**src/rtl/cpu_defines.sv**
```systemverilog
// Shared definitions for the fetch front end: FSM encoding, NOP word and default reset PC.
package cpu_defines;

    typedef enum logic {
        S_FETCH = 1'b0,
        S_HOLD  = 1'b1
    } fetch_state_e;

    localparam logic [31:0] NOP_INST         = 32'h0000_0000;
    localparam logic [31:0] DEFAULT_RESET_PC = 32'h0000_0000;

endpackage

```
**src/rtl/if_stage_if.sv**
```systemverilog
// Instruction-memory fetch bus: one-word request/acknowledge, read-only.
// req is held with a stable addr until ack; ack may come in the first req cycle and
// completes the transfer that cycle with rdata valid; ack while req=0 is meaningless.
interface if_stage_if;
    logic        req;
    logic [31:0] addr;
    logic        ack;
    logic [31:0] rdata;

    modport master (output req, output addr, input ack, input rdata);
    modport slave  (input req, input addr, output ack, output rdata);
endinterface

```
**src/rtl/if_id_reg.sv**
```systemverilog
// IF/ID pipeline register: {pc, inst, valid, delay-slot} with load, bubble, hold and flush.
module if_id_reg
    import cpu_defines::*;
(
    input  logic        clk,
    input  logic        rst,
    input  logic        i_flush,
    input  logic        i_load,
    input  logic        i_bubble,
    input  logic [31:0] i_pc,
    input  logic [31:0] i_inst,
    input  logic        i_ds,
    output logic [31:0] o_pc,
    output logic [31:0] o_inst,
    output logic        o_valid,
    output logic        o_ds
);

    logic [31:0] r_pc;
    logic [31:0] r_inst;
    logic        r_valid;
    logic        r_ds;

    // A bubble keeps the old pc so decode still sees a sensible address on an empty slot.
    always_ff @(posedge clk) begin
        if (rst) begin
            r_pc    <= 32'h0;
            r_inst  <= NOP_INST;
            r_valid <= 1'b0;
            r_ds    <= 1'b0;
        end else if (i_flush || (!i_load && i_bubble)) begin
            r_inst  <= NOP_INST;
            r_valid <= 1'b0;
            r_ds    <= 1'b0;
        end else if (i_load) begin
            r_pc    <= i_pc;
            r_inst  <= i_inst;
            r_valid <= 1'b1;
            r_ds    <= i_ds;
        end
    end

    assign o_pc    = r_pc;
    assign o_inst  = r_inst;
    assign o_valid = r_valid;
    assign o_ds    = r_ds;

endmodule

```
**src/rtl/if_stage.sv**
```systemverilog
// MIPS instruction-fetch stage: PC, imem handshake with a one-word skid buffer,
// delay-slot aware branch redirect, backend stall and exception flush.
module if_stage
    import cpu_defines::*;
#(
    parameter logic [31:0] RESET_PC = cpu_defines::DEFAULT_RESET_PC
) (
    input  logic               clk,
    input  logic               rst,
    input  logic               stall_i,
    input  logic               flush_i,
    input  logic [31:0]        flush_pc_i,
    input  logic               branch_flag_i,
    input  logic [31:0]        branch_target_i,
    if_stage_if.master         imem,
    output logic [31:0]        id_pc_o,
    output logic [31:0]        id_inst_o,
    output logic               id_valid_o,
    output logic               id_is_in_delayslot_o,
    output fetch_state_e       dbg_state_o,
    output logic               dbg_pend_valid_o
);

    fetch_state_e r_state;
    logic [31:0]  r_pc;
    logic [31:0]  r_pend_target;
    logic         r_pend_valid;
    logic [31:0]  r_buf_inst;

    logic         w_req;
    logic         w_ack;
    logic         w_handoff;
    logic         w_capture;
    logic         w_bubble;
    logic         w_take;
    logic         w_ds;
    logic [31:0]  w_next_pc;
    logic [31:0]  w_hand_inst;
    logic         w_id_valid;

    assign w_req     = (r_state == S_FETCH) && !rst;
    assign imem.req  = w_req;
    assign imem.addr = r_pc;

    assign w_ack     = w_req && imem.ack;
    assign w_handoff = (r_state == S_FETCH) ? (w_ack && !stall_i) : !stall_i;
    assign w_capture = w_ack && stall_i;
    assign w_bubble  = (r_state == S_FETCH) && !w_ack && !stall_i;

    // The branch leaves decode exactly when decode is not stalled; the word handed off
    // alongside it (or the first one after, if pending) is its delay slot.
    assign w_take      = branch_flag_i && w_id_valid && !stall_i;
    assign w_ds        = w_take || r_pend_valid;
    assign w_next_pc   = !w_ds ? (r_pc + 32'd4)
                       : (w_take ? branch_target_i : r_pend_target);
    assign w_hand_inst = (r_state == S_HOLD) ? r_buf_inst : imem.rdata;

    always_ff @(posedge clk) begin
        if (rst) begin
            r_state       <= S_FETCH;
            r_pc          <= RESET_PC;
            r_pend_valid  <= 1'b0;
            r_pend_target <= 32'h0;
            r_buf_inst    <= NOP_INST;
        end else if (flush_i) begin
            r_state      <= S_FETCH;
            r_pc         <= flush_pc_i;
            r_pend_valid <= 1'b0;
        end else begin
            case (r_state)
                S_FETCH: begin
                    if (w_capture) begin
                        r_state    <= S_HOLD;
                        r_buf_inst <= imem.rdata;
                    end
                end
                S_HOLD: begin
                    if (!stall_i) begin
                        r_state <= S_FETCH;
                    end
                end
                default: r_state <= S_FETCH;
            endcase

            if (w_handoff) begin
                r_pc         <= w_next_pc;
                r_pend_valid <= 1'b0;
            end else if (w_take) begin
                r_pend_valid  <= 1'b1;
                r_pend_target <= branch_target_i;
            end
        end
    end

    if_id_reg u_if_id_reg (
        .clk      (clk),
        .rst      (rst),
        .i_flush  (flush_i),
        .i_load   (w_handoff),
        .i_bubble (w_bubble),
        .i_pc     (r_pc),
        .i_inst   (w_hand_inst),
        .i_ds     (w_ds),
        .o_pc     (id_pc_o),
        .o_inst   (id_inst_o),
        .o_valid  (w_id_valid),
        .o_ds     (id_is_in_delayslot_o)
    );

    assign id_valid_o       = w_id_valid;
    assign dbg_state_o      = r_state;
    assign dbg_pend_valid_o = r_pend_valid;

endmodule

```
**src/flat_wrapper.sv**
```systemverilog
// flat-port wrapper written by rule: the top's interface ports become plain ports
module if_stage_flat import cpu_defines::*;
#(
    parameter logic [31:0] RESET_PC = cpu_defines::DEFAULT_RESET_PC
)
  (clk, rst, stall_i, flush_i, flush_pc_i, branch_flag_i, branch_target_i, id_pc_o, id_inst_o, id_valid_o, id_is_in_delayslot_o, dbg_state_o, dbg_pend_valid_o, imem_req, imem_addr, imem_ack, imem_rdata);
  if_stage_if imem_i ();
  input  logic clk;
  input  logic rst;
  input  logic stall_i;
  input  logic flush_i;
  input  logic [31:0] flush_pc_i;
  input  logic branch_flag_i;
  input  logic [31:0] branch_target_i;
  output logic [31:0] id_pc_o;
  output logic [31:0] id_inst_o;
  output logic id_valid_o;
  output logic id_is_in_delayslot_o;
  output fetch_state_e dbg_state_o;
  output logic dbg_pend_valid_o;
  output wire logic [$bits(imem_i.req)-1:0] imem_req;
  output wire logic [$bits(imem_i.addr)-1:0] imem_addr;
  input wire logic [$bits(imem_i.ack)-1:0] imem_ack;
  input wire logic [$bits(imem_i.rdata)-1:0] imem_rdata;
  assign imem_req = imem_i.req;
  assign imem_addr = imem_i.addr;
  assign imem_i.ack = imem_ack;
  assign imem_i.rdata = imem_rdata;
  if_stage #(.RESET_PC(RESET_PC)) u_core (.clk(clk), .rst(rst), .stall_i(stall_i), .flush_i(flush_i), .flush_pc_i(flush_pc_i), .branch_flag_i(branch_flag_i), .branch_target_i(branch_target_i), .imem(imem_i), .id_pc_o(id_pc_o), .id_inst_o(id_inst_o), .id_valid_o(id_valid_o), .id_is_in_delayslot_o(id_is_in_delayslot_o), .dbg_state_o(dbg_state_o), .dbg_pend_valid_o(dbg_pend_valid_o));
endmodule
```
**config.mk**
```make
export PLATFORM = sky130hd
export DESIGN_NAME = if_stage_flat
export DESIGN_NICKNAME = d
export VERILOG_FILES = /design/src/rtl/cpu_defines.sv /design/src/rtl/if_stage_if.sv /design/src/rtl/if_id_reg.sv /design/src/rtl/if_stage.sv /design/src/flat_wrapper.sv
export SDC_FILE = /design/constraint.sdc
export NUM_CORES = 1
export LEC_CHECK = 0
export BUFFER_PORTS_ARGS = -buffer_cell sky130_fd_sc_hd__buf_2
export CAP_MARGIN = 25
export CORE_ASPECT_RATIO = 1.2
export CORE_MARGIN = 4
export CORE_UTILIZATION = 50
export DETAILED_ROUTE_END_ITERATION = 7
export GPL_TIMING_DRIVEN = 1
export MAX_ROUTING_LAYER = met4
export PLACE_DENSITY = 0.77
export SYNTH_ARGS = -nofsm -noshare
export SYNTH_HDL_FRONTEND = slang
export SYNTH_SLANG_ARGS = --single-unit
```
**constraint.sdc**
```tcl
create_clock -name clk -period 3.56 [get_ports clk]
set_input_delay 0.178 -clock clk [delete_from_list [all_inputs] [get_ports clk]]
set_output_delay 0.178 -clock clk [all_outputs]
set_load 0.01 [all_outputs]
```
==> results of run 1 <==
## logic make-up (layout without fill, tap and decap cells)
| kind of cell | Yosys count | count (layout) | synth area share |
|---|---|---|---|
| other | 0 | 6 | 0 |
| buffers and inverters | 99 | 311 | 0.0539 |
| adder cells (fa/ha/maj) | 1 | 1 | 0.00166 |
| AND/OR/NAND/NOR | 415 | 415 | 0.247 |
| flip-flops | 164 | 164 | 0.436 |
| multiplexers | 37 | 37 | 0.0492 |
| AO/OA/AOI/OAI | 259 | 259 | 0.212 |
## flip-flops by register name (all words and copies together), names as in the netlist
signal	cells
u_core.u_if_id_reg.o_inst	32
u_core.dbg_pend_valid_o	1
u_core.u_if_id_reg.o_ds	1
u_core.u_if_id_reg.o_pc	32
u_core.r_buf_inst	32
u_core.r_pend_target	32
u_core.u_if_id_reg.o_valid	1
u_core.dbg_state_o	1
u_core.imem.addr	32
## layout by cell type, fill, tap and decap left out, drive strengths merged, types with 3 or more instances in the layout
cell / n
a2111oi: 6
a211oi: 42
a21o: 3
a21oi: 130
a221oi: 5
a31oi: 10
and2: 4
and3: 6
and4: 4
buf: 223
clkbuf: 18
clkinv: 7
dfxtp: 164
diode: 6
dlygate4sd3: 38
inv: 23
mux2i: 37
nand2: 238
nand3: 21
nand4: 12
nor2: 71
nor3: 33
nor4: 9
o21ai: 23
o221ai: 8
o22ai: 4
o31ai: 14
or3: 7
## cell type report
type                    instances  area (um^2)  area share
well taps                     200          250      0.0259
inverters                      18         67.6     0.00700
multi-input cells             712         3880       0.402
repair buffers                261         1550       0.161
diodes                          6         15.0     0.00156
clock inverters                14          166      0.0172
flip-flops and latches        164         3280       0.340
clock buffers                  18          439      0.0455
## cell usage after synthesis, drive strengths merged (2+ instances only)
master	count
a311oi	2
o22ai	4
o21a	2
and3	6
buf	28
nor4b	2
dfxtp	164
a21oi	130
inv	16
nand3b	2
o221ai	8
nor3	33
o21ai	23
a211oi	42
nor2	71
nand2b	2
nand4	12
nor4	9
a21o	3
nand3	21
and2	4
o41ai	2
nand2	238
a221oi	5
o31ai	14
clkinv	2
a31oi	10
a2111oi	6
mux2i	37
or3	7
and4	4
clkbuf	53
## repair_timing
item	CTS	global route
hold endpoints to repair	38	0
hold buffers	38	0
setup endpoints to repair	0	0
## metrics by stage
stage | area, um^2 | setup slack (ns) | total power, uW | hold WS (ns) | util
final | 9650 | 1.06 | 4280 | 0.00786 | 0.661
after global routing | 9650 | 0.893 | 4450 | 0.00319 | 0.661
after CTS | 9640 | 1.10 | 4310 | 0.0000374 | 0.660
after detailed placement | 8650 | 1.11 | 2400 | 0.436 | 0.593
after global placement | 8650 | 1.13 | 2400 | 0.429 | 0.593
after floorplan | 7520 | 1.55 | 2210 | 0.314 | -
## routing by layer
metal / vias up / wire (um) / share of wire
li1: 3836 / - / -
met1: 3774 / 9060 / 0.39
met2: 305 / 11800 / 0.50
met3: 60 / 1640 / 0.070
met4: 0 / 1000 / 0.043
met5: - / 0 / 0
## where the power goes
group	leakage (uW)	internal, uW	switching, uW
clock network	0.000300	1080	803
registers	0.00133	1880	68.5
logic	0.00213	189	259
total	0.00376	3150	1130
## worst paths after layout
kind | end | from | depth (start not counted) | slack, ns
setup reg to reg | u_core.imem.addr[24]$_SDFFE_PP0N_ | u_core.imem.addr[2]$_SDFFE_PP0N_ | 6 | 1.06
hold / removal | u_core.r_buf_inst[10]$_SDFFE_PP0P_ | imem_rdata[10] | 3 | 0.008
hold reg to reg | u_core.r_pend_target[29]$_SDFFE_PP0P_ | u_core.r_pend_target[29]$_SDFFE_PP0P_ | 2 | 0.45
setup / recovery | u_core.imem.addr[24]$_SDFFE_PP0N_ | u_core.imem.addr[2]$_SDFFE_PP0N_ | 6 | 1.06
## worst max-delay path, stage by stage, from the launching register on
cell       delay (ns)
dfxtp_1          0.48
ha_1             0.28
nand4_2          0.31
nor3_2           0.56
nand4_1          0.22
mux2i_1          0.16
a2111oi_0        0.37
==> reports/metrics.csv, run 1 <==
stage;metric;value;unit
final_layout;final.fill_count;1315;
route;drtIter0Drc;762;
yosys;synth_flop_cell;dfxtp_1;
grt;grt_pass1_wl;38100;um
sta;setup_viol_count_final;0;
floorplan;initial_utilization;0.515;
grt;gr-max-usage-layer;met2;
yosys;synthTopCellsByArea;dfxtp_1, nand2_1, a21oi_1;
sta;skew;0.00916;ns
floorplan;dieWidth;120;um
sta;fin_crit;2.50;ns
grt;overflow;0;
placed_design;finalWeightedCongestion;0.953;
worst_hold_path;hp-class;in -> reg;
floorplan;die_area;17100;um^2
yosys;synth.top_cell.area_share;0.436;
sta;fin_setup_tns;0;ns
cts;numClockSinks;164;
grt;grt_use_met1;0.318;
floorplan;core_area;14600;um^2
pwr;leakagePower;0.00376;uW
worst_setup_path;crit_path_max_fanout;10;
grt;antenna_found_initial;5;
placed_design;place.port_buffers;202;
grt;grt_pass1_vias;7720;
yosys;synthArstFlopShare;0;
cts;clock_latency;0.42;ns
grt;grtUsageMet2;0.469;
cts;cts_buffer_depth;2;
grt;grt_start_max_net_pins;92;
final_layout;syn_to_final_growth;28.3;%
route;drc;0;
cts;numCtsBuffers;17;
grt;grt_util_met3;0.0680;
sta;finalCritPeriodShare;0.702;
sta;slew_violations;0;
yosys;synthesis.area;7520;um^2
yosys;ys_seq_elements;164;
pwr;powerDensity;444;nW/um^2
placed_design;dp_cells;1317;
cts;post_cts_resized;0;
worst_setup_path;start_kind;register;
cts;htreeDepth;4;
floorplan;rows;48;
final_layout;instances_no_fill;1393;
cts;cts_tree;yes;
sta;finalHoldViolCount;0;
grt;track_usage;0.282;
yosys;netlist_instances;975;
cts;postCtsSetupBuffers;0;
sta;rsz0062_at_grt;false;
status;outcome;finished clean;
yosys;yosysWarnings;0;
route;num_vias;7975;
floorplan;die_h;142;um
sta;tightest_slew;1.05;ns
yosys;seq_area_frac_synth;0.436;
yosys;avgSynthCellArea;7.72;um^2
worst_setup_path;worstPathArrival;2.80;ns
route;routed_wl;23500;um
yosys;synth_edf_count;0;
cts;clkSlewWorstSetupHoldPaths;0.07;ns
yosys;synth_fp_nets;1078;
sta;slew_headroom;0.289;
route;drt_pass1_iterations;5;
floorplan;pin_count;203;
worst_setup_path;cp.required;3.86;ns
pwr;peakVddDrop;299;uV
worst_setup_path;criticalPathCategory;reg -> reg;
final_layout;layout-drive-gt1-share;0.230;
route;via_per_inst;5.73;
route;wl_per_cell;16.9;um
route;drtAntennaViolNets;0;
yosys;synth_area_leader_cell;dfxtp_1;
cts;root_buffer;clkbuf_16;
placed_design;dp_hpwl;15800;um
worst_setup_path;critPathCaptureType;register;
sta;max_freq;400;MHz
yosys;ys_types;54;
run;maxCapViolCount;0;
final_layout;num-nets-final;1277;
Power figures use the tool's default switching activity.
==> run 2, diff against run 1 <==
ABC_AREA = 1   (was unset)
PLACE_DENSITY = 0.76   (was 0.77)
clock period = 2.35 ns   (was 3.56 ns; I/O delays follow)
==> run 2 against run 1 <==
Compared with the run above: sequential share of layout area decreased by 1.3 points; non-clock buffer count rose by 18; setup slack worse by 0.50 ns; register-to-register slack got worse by 0.50 ns; global-route usage rose by 0.30 points; cell count grew 13%; die area up 3.3%; critical path type unchanged; largest cell class unchanged.
==> reports/metrics.csv, run 2 <==
stage;metric;value;unit;change
yosys;seq_area_frac_synth;0.422;;-0.0147
placed_design;finalWeightedCongestion;0.880;;-7.6%
placed_design;dp_hpwl;16000;um;+0.90%
worst_setup_path;crit_buf_inv;0;;unchanged
pwr;powerDensity;649;nW/um^2;+46%
floorplan;initial_utilization;0.514;;-0.00143
yosys;avgSynthCellArea;6.94;um^2;-10%
final_layout;fin_area;10000;um^2;+3.9%
grt;antenna_found_initial;2;;-3
floorplan;die_area;17600;um^2;+3.3%
yosys;synth_common_cells;nand2_1, dfxtp_1, nor2_1;;
worst_setup_path;crit_path_max_fanout;7;;-3
yosys;synth_edf_count;0;;unchanged
yosys;synthesis.area;7780;um^2;+3.5%
final_layout;syn_to_final_growth;28.8;%;
cts;root_buffer;clkbuf_16;;
worst_setup_path;path_cells;ha_1, nand2_1, nor2_4, nand2_2, nor2_1, nand2_1, nand2_1, nand3_1, nand2_1, a21oi_1;;
worst_setup_path;criticalPathCategory;reg -> reg;;
route;drc;0;;unchanged
yosys;synthTopCellsByArea;dfxtp_1, nand2_1, a21oi_1;;
worst_setup_path;slowest_delay;0.40;ns;-0.16 ns
worst_setup_path;critPathCaptureType;register;;
cts;cts_buffer_depth;2;;unchanged
route;num_vias;8394;;+5.3%
sta;slew_violations;0;;unchanged
worst_setup_path;start_kind;register;;
floorplan;die_h;145;um;+1.6%
pwr;leakagePower;0.00439;uW;+17%
yosys;ys_seq_elements;164;;unchanged
cts;clock_latency;0.42;ns;about the same
sta;whs;0.0134;ns;+0.00554 ns
status;outcome;finished clean;;
yosys;netlist_instances;1122;;+15%
placed_design;placed_area;8860;um^2;+2.4%
yosys;synth.top_cell.area_share;0.422;;-0.0147
grt;overflow;0;;unchanged
cts;postCtsSetupBuffers;0;;unchanged
cts;htreeDepth;4;;unchanged
yosys;yosysWarnings;0;;unchanged
sta;fin_crit;1.79;ns;-0.710 ns
sta;fin_ws;0.561;ns;-0.500 ns
route;routed_wl;24200;um;+2.8%
cts;numClockSinks;164;;unchanged
sta;setup_viol_count_final;0;;unchanged
route;drtIter0Drc;726;;-4.7%
route;drtAntennaViolNets;0;;unchanged
sta;rsz0062_at_grt;false;;
worst_setup_path;crit_top_cell;nand2_1;;
yosys;synth_flop_cell;dfxtp_1;;
sta;fin_setup_tns;0;ns;unchanged
floorplan;pin_count;203;;unchanged
yosys;ys_types;34;;-37%
placed_design;place.port_buffers;202;;unchanged
run;maxCapViolCount;0;;unchanged
sta;finalCritPeriodShare;0.761;;+0.0592
sta;tightest_slew;0.780;ns;-0.275 ns
final_layout;final.fill_count;1367;;+4.0%
worst_hold_path;hp-class;in -> reg;;
final_layout;seqCellArea;3280;um^2;unchanged
grt;track_usage;0.285;;+0.00303
route;via_per_inst;5.35;;-6.5%
placed_design;post-place-ws;0.596;ns;-0.516 ns
cts;numCtsBuffers;17;;unchanged
yosys;synthArstFlopShare;0;;unchanged
grt;grt_start_max_net_pins;81;;-12%
floorplan;dieWidth;122;um;+1.6%
sta;finalHoldViolCount;0;;unchanged
yosys;synth_area_leader_cell;dfxtp_1;;
sta;max_freq;559;MHz;+40%
final_layout;layout-drive-gt1-share;0.212;;-0.0176
final_layout;num-nets-final;1451;;+14%
cts;clkSlewWorstSetupHoldPaths;0.06;ns;about the same
floorplan;rows;49;;+2.1%
worst_setup_path;cp.required;2.64;ns;-1.22 ns
grt;grt_pass1_vias;7951;;+3.0%
route;wl_per_cell;15.4;um;-8.7%
floorplan;core_area;15100;um^2;+3.8%
final_layout;most-common-layout-cells;nand2_1, buf_2, dfxtp_1, nor2_1, a21oi_1;;
worst_setup_path;worstPathArrival;2.07;ns;-0.73 ns
grt;grt_pass1_wl;38900;um;+1.9%
sta;skew;0.00673;ns;-0.00243 ns
sta;slew_headroom;0.480;;+0.191
yosys;synth_fp_nets;1225;;+14%
yosys;yosysMostFrequentCell;nand2_1;;
worst_setup_path;crit_slowest_cell;dfxtp_1;;
route;drt_pass1_iterations;6;;+1
final_layout;final_common_cell;nand2_1;;
pwr;peakVddDrop;477;uV;+60%
worst_setup_path;cpLargestDelayFamily;simple AND/OR/NAND/NOR gates;;
cts;cts_tree;yes;;
final_layout;multiInputGateArea;3870;um^2;-0.19%
## run 2: worst paths after layout
kind / from / slack, ns / depth (start not counted) / end
worst max-delay path: u_core.imem.addr[3]$_SDFFE_PP0N_ / 0.56 / 10 / u_core.imem.addr[20]$_SDFFE_PP0N_
worst min-delay path: flush_pc_i[6] / 0.01 / 3 / u_core.imem.addr[6]$_SDFFE_PP0N_
worst max register to register: u_core.imem.addr[3]$_SDFFE_PP0N_ / 0.56 / 10 / u_core.imem.addr[20]$_SDFFE_PP0N_
worst min register to register: u_core.u_if_id_reg.o_pc[22]$_SDFFE_PP0P_ / 0.46 / 2 / u_core.u_if_id_reg.o_pc[22]$_SDFFE_PP0P_
## run 2: power by group
| part | leakage [uW] | total [uW] | switching (uW) | internal [uW] |
|---|---|---|---|---|
| logic | 0.00278 | 851 | 496 | 355 |
| registers | 0.00134 | 3040 | 134 | 2900 |
| clock network | 0.000273 | 2620 | 1190 | 1430 |
## run 2: area by class of cell
type / count / area share
tap: 204 / 0.0255
inverter: 77 / 0.0291
timing repair buffer: 279 / 0.176
clock buffer: 20 / 0.0456
sequential: 164 / 0.328
multi-input combinational: 809 / 0.386
clock inverter: 12 / 0.00948
antenna: 3 / 0.000749
## run 2: cell families after synthesis
kind of cell / count (synthesis) / synth area share
simple gates: 486 / 0.255
compound gates: 320 / 0.237
flops: 164 / 0.422
buf+inv: 149 / 0.0825
xor+xnor: 2 / 0.00225
fa+ha+maj: 1 / 0.00161
## run 2: repair_timing
| item | 4_1_cts | 5_1_grt |
|---|---|---|
| hold buffers | 61 | 0 |
| endpoints found under the hold margin | 61 | 0 |
| resized for setup | 0 | 0 |
## run 2: worst reg2reg max path: cells and delay by family, from the launching register on
| family | cells | cell delay (ns) |
|---|---|---|
| and+or+nand+nor | 8 | 1.02 |
| DFF | 1 | 0.40 |
| adders and majority gates | 1 | 0.19 |
| AOI/OAI and AO/OA | 1 | 0.05 |
## run 2: layer usage
| metal | track usage | vias up | part of all wire |
|---|---|---|---|
| li1 | - | 4216 | - |
| met1 | 0.319 | 3795 | 0.38 |
| met2 | 0.481 | 327 | 0.49 |
| met3 | 0.0719 | 56 | 0.088 |
| met4 | 0.130 | 0 | 0.037 |
| met5 | - | - | 0 |
## run 2: per-stage QoR
stage,util,cells,total power [uW]
after CTS,0.662,1565,6540
after global routing,0.662,1567,6790
final,0.662,1568,6510
after global placement,0.583,1471,3830
after detailed placement,0.585,1472,3860
after floorplan,-,1122,3550
==> run 3, diff against run 2 <==
ABC_AREA = 0   (was 1)
CORE_UTILIZATION = 48   (was 50)
PLACE_DENSITY = 0.77   (was 0.76)
clock period = 1.6 ns   (was 2.35 ns; I/O delays follow)
==> run 3 against run 2 <==
Compared with the run above: the run now ends with setup timing left; global-route usage rose by 2.9 points; flip-flop and latch count did not move; combinational power rose by 110%; maximum frequency fell by 9.2%; power rose by 62%; clock skew rose by 0.0070 ns; worst hold slack improved by 0.017 ns; largest power group is now clock; highest routed layer unchanged.
==> reports/metrics.csv, run 3 (synthesis gave the netlist of run 1 again) <==
stage;metric;value;unit;change
cts;clock_latency;0.45;ns;+0.03 ns
cts;htreeDepth;4;;unchanged
status;outcome;finished with violations;;
floorplan;initial_utilization;0.495;;-0.0193
grt;antenna_found_initial;0;;-2
cts;numCtsBuffers;17;;unchanged
sta;fin_crit;1.97;ns;+0.182 ns
grt;track_usage;0.314;;+0.0289
sta;finalCritPeriodShare;1.23;;+0.471
cts;root_buffer;clkbuf_16;;
grt;grt_pass1_vias;8700;;+9.4%
floorplan;dieWidth;122;um;+0.31%
final_layout;num-nets-final;1454;;+0.21%
final_layout;instances_no_fill;1567;;-0.064%
sta;setup_viol_count_final;66;;+66
floorplan;die_area;17700;um^2;+0.62%
cts;numClockSinks;164;;unchanged
route;drt_pass1_iterations;7;;+1
route;wl_per_cell;24.1;um;+57%
worst_setup_path;criticalPathCategory;reg -> reg;;
route;num_vias;10300;;+23%
sta;fin_ws;-0.371;ns;-0.932 ns
route;drc;0;;unchanged
grt;overflow;0;;unchanged
pwr;powerDensity;843;nW/um^2;+30%
route;drtIter0Drc;1439;;+98%
sta;skew;0.0138;ns;+0.00704 ns
grt;grt_start_max_net_pins;69;;-15%
final_layout;syn_to_final_growth;66.2;%;
sta;finalHoldViolCount;0;;unchanged
sta;slew_violations;0;;unchanged
final_layout;layout-drive-gt1-share;0.413;;+0.201
sta;max_freq;507;MHz;-9.2%
pwr;finalPower;10500;uW;+62%
final_layout;num_antenna_cells;0;;-3
floorplan;rows;49;;unchanged
sta;slew_headroom;0.409;;-0.0717
route;wl_met1;12500;um;+35%
route;via_per_inst;6.57;;+23%
floorplan;core_area;15200;um^2;+0.40%
final_layout;final_util;0.822;;+0.160
route;highest_layer;met4;;
placed_design;finalWeightedCongestion;0.953;;+8.3%
worst_setup_path;worstPathArrival;2.27;ns;+0.20 ns
placed_design;dp_cells;1416;;-3.8%
route;wl_met3;4720;um;+120%
cts;cts_buffer_depth;2;;unchanged
pwr;peakVddDrop;804;uV;+69%
worst_setup_path;cp.required;1.90;ns;-0.74 ns
placed_design;dp_hpwl;17600;um;+10%
worst_setup_path;critPathCaptureType;register;;
sta;tightest_slew;0.887;ns;+0.107 ns
pwr;leakagePower;0.00521;uW;+19%
route;wl_met2;17200;um;+45%
worst_hold_path;hp-class;in -> reg;;
grt;grt_pass1_wl;43800;um;+13%
placed_design;place.port_buffers;202;;unchanged
final_layout;most-common-layout-cells;nand2_1, buf_2, dfxtp_1, buf_4, a21oi_1;;
sta;rsz0062_at_grt;true;;
floorplan;pin_count;203;;unchanged
worst_setup_path;crit_path_max_fanout;3;;-4
run;maxCapViolCount;0;;unchanged
final_layout;final_common_cell;nand2_1;;
worst_setup_path;start_kind;register;;
cts;clkSlewWorstSetupHoldPaths;0.07;ns;about the same
cts;cts_tree;yes;;
status;violations;setup timing;;
route;routed_wl;37800;um;+57%
floorplan;die_h;145;um;+0.31%
route;drtAntennaViolNets;0;;unchanged
==> run 3: cell count changes in the layout (fill, tap and decap cells not counted), moves of 37 or more <==
| cell | delta |
|---|---|
| nand3_1 | -62 |
| nor2_1 | -77 |
| buf_4 | +98 |
| o21ai_0 | -60 |
| nand2_1 | -44 |
| inv_1 | -55 |
| mux2i_1 | +37 |
| a21oi_1 | -51 |
| a21oi_2 | +40 |
==> run 3: timing repair <==
| item | in CTS | in global routing |
|---|---|---|
| hold buffers | 74 | 0 |
| gates resized for setup | 37 | 212 |
| hold endpoints to repair | 88 | 0 |
| buffers inserted | 16 | 23 |
| cloned | 1 | 9 |
| pin swaps | 17 | 110 |
| endpoints found under the setup margin | 40 | 73 |
==> run 3: metrics by stage <==
step	hold slack [ns]	setup slack [ns]	instance area, um^2	TNS [ns]
2_1_floorplan	0.216	-0.276	7600	-1.72
3_3_place_gp	0.297	-0.170	9570	-1.07
3_5_place_dp	0.316	-0.183	9570	-1.97
4_1_cts	0.00106	-0.140	11200	-0.792
5_1_grt	0.0238	-0.396	12500	-11.84
6_report	0.0300	-0.371	12500	-9.73
==> run 3: area by class of cell <==
class,count,area [um^2]
multi-input cells,712,4800
repair buffers,438,3450
flip-flops and latches,164,3310
fillers,761,2710
clock buffers,18,439
well taps,204,255
clock inverters,13,171
inverters,18,68.8
==> run 3: layer usage <==
metal	up-vias	GRT usage
met5	-	-
met1	4718	0.358
met4	0	0.157
met3	357	0.0841
li1	4187	-
met2	1036	0.505
==> run 3: power by group <==
| group | internal (uW) | switching [uW] |
|---|---|---|
| Sequential | 4200 | 113 |
| Combinational | 798 | 991 |
| Clock | 2520 | 1920 |
| Total | 7510 | 3020 |
==> run 3: critical path: stages (launching register included) <==
cell and delay, ns:
dfxtp_4 0.37, buf_4 0.12, buf_4 0.11, and4_2 0.27
nand3_4 0.13, o31ai_4 0.28, a21oi_2 0.10, a211oi_2 0.43
==> run 3: path summary, 6_finish.rpt <==
check | from | endpoint | slack [ns] | cells after the start
worst max-delay path | u_core.imem.addr[2]$_SDFFE_PP0N_ | u_core.imem.addr[17]$_SDFFE_PP0N_ | -0.37 | 7
worst min register to register | u_core.u_if_id_reg.o_pc[3]$_SDFFE_PP0P_ | u_core.u_if_id_reg.o_pc[3]$_SDFFE_PP0P_ | 0.45 | 2
worst max register to register | u_core.imem.addr[2]$_SDFFE_PP0N_ | u_core.imem.addr[17]$_SDFFE_PP0N_ | -0.37 | 7
worst min-delay path | flush_pc_i[13] | u_core.imem.addr[13]$_SDFFE_PP0N_ | 0.03 | 3
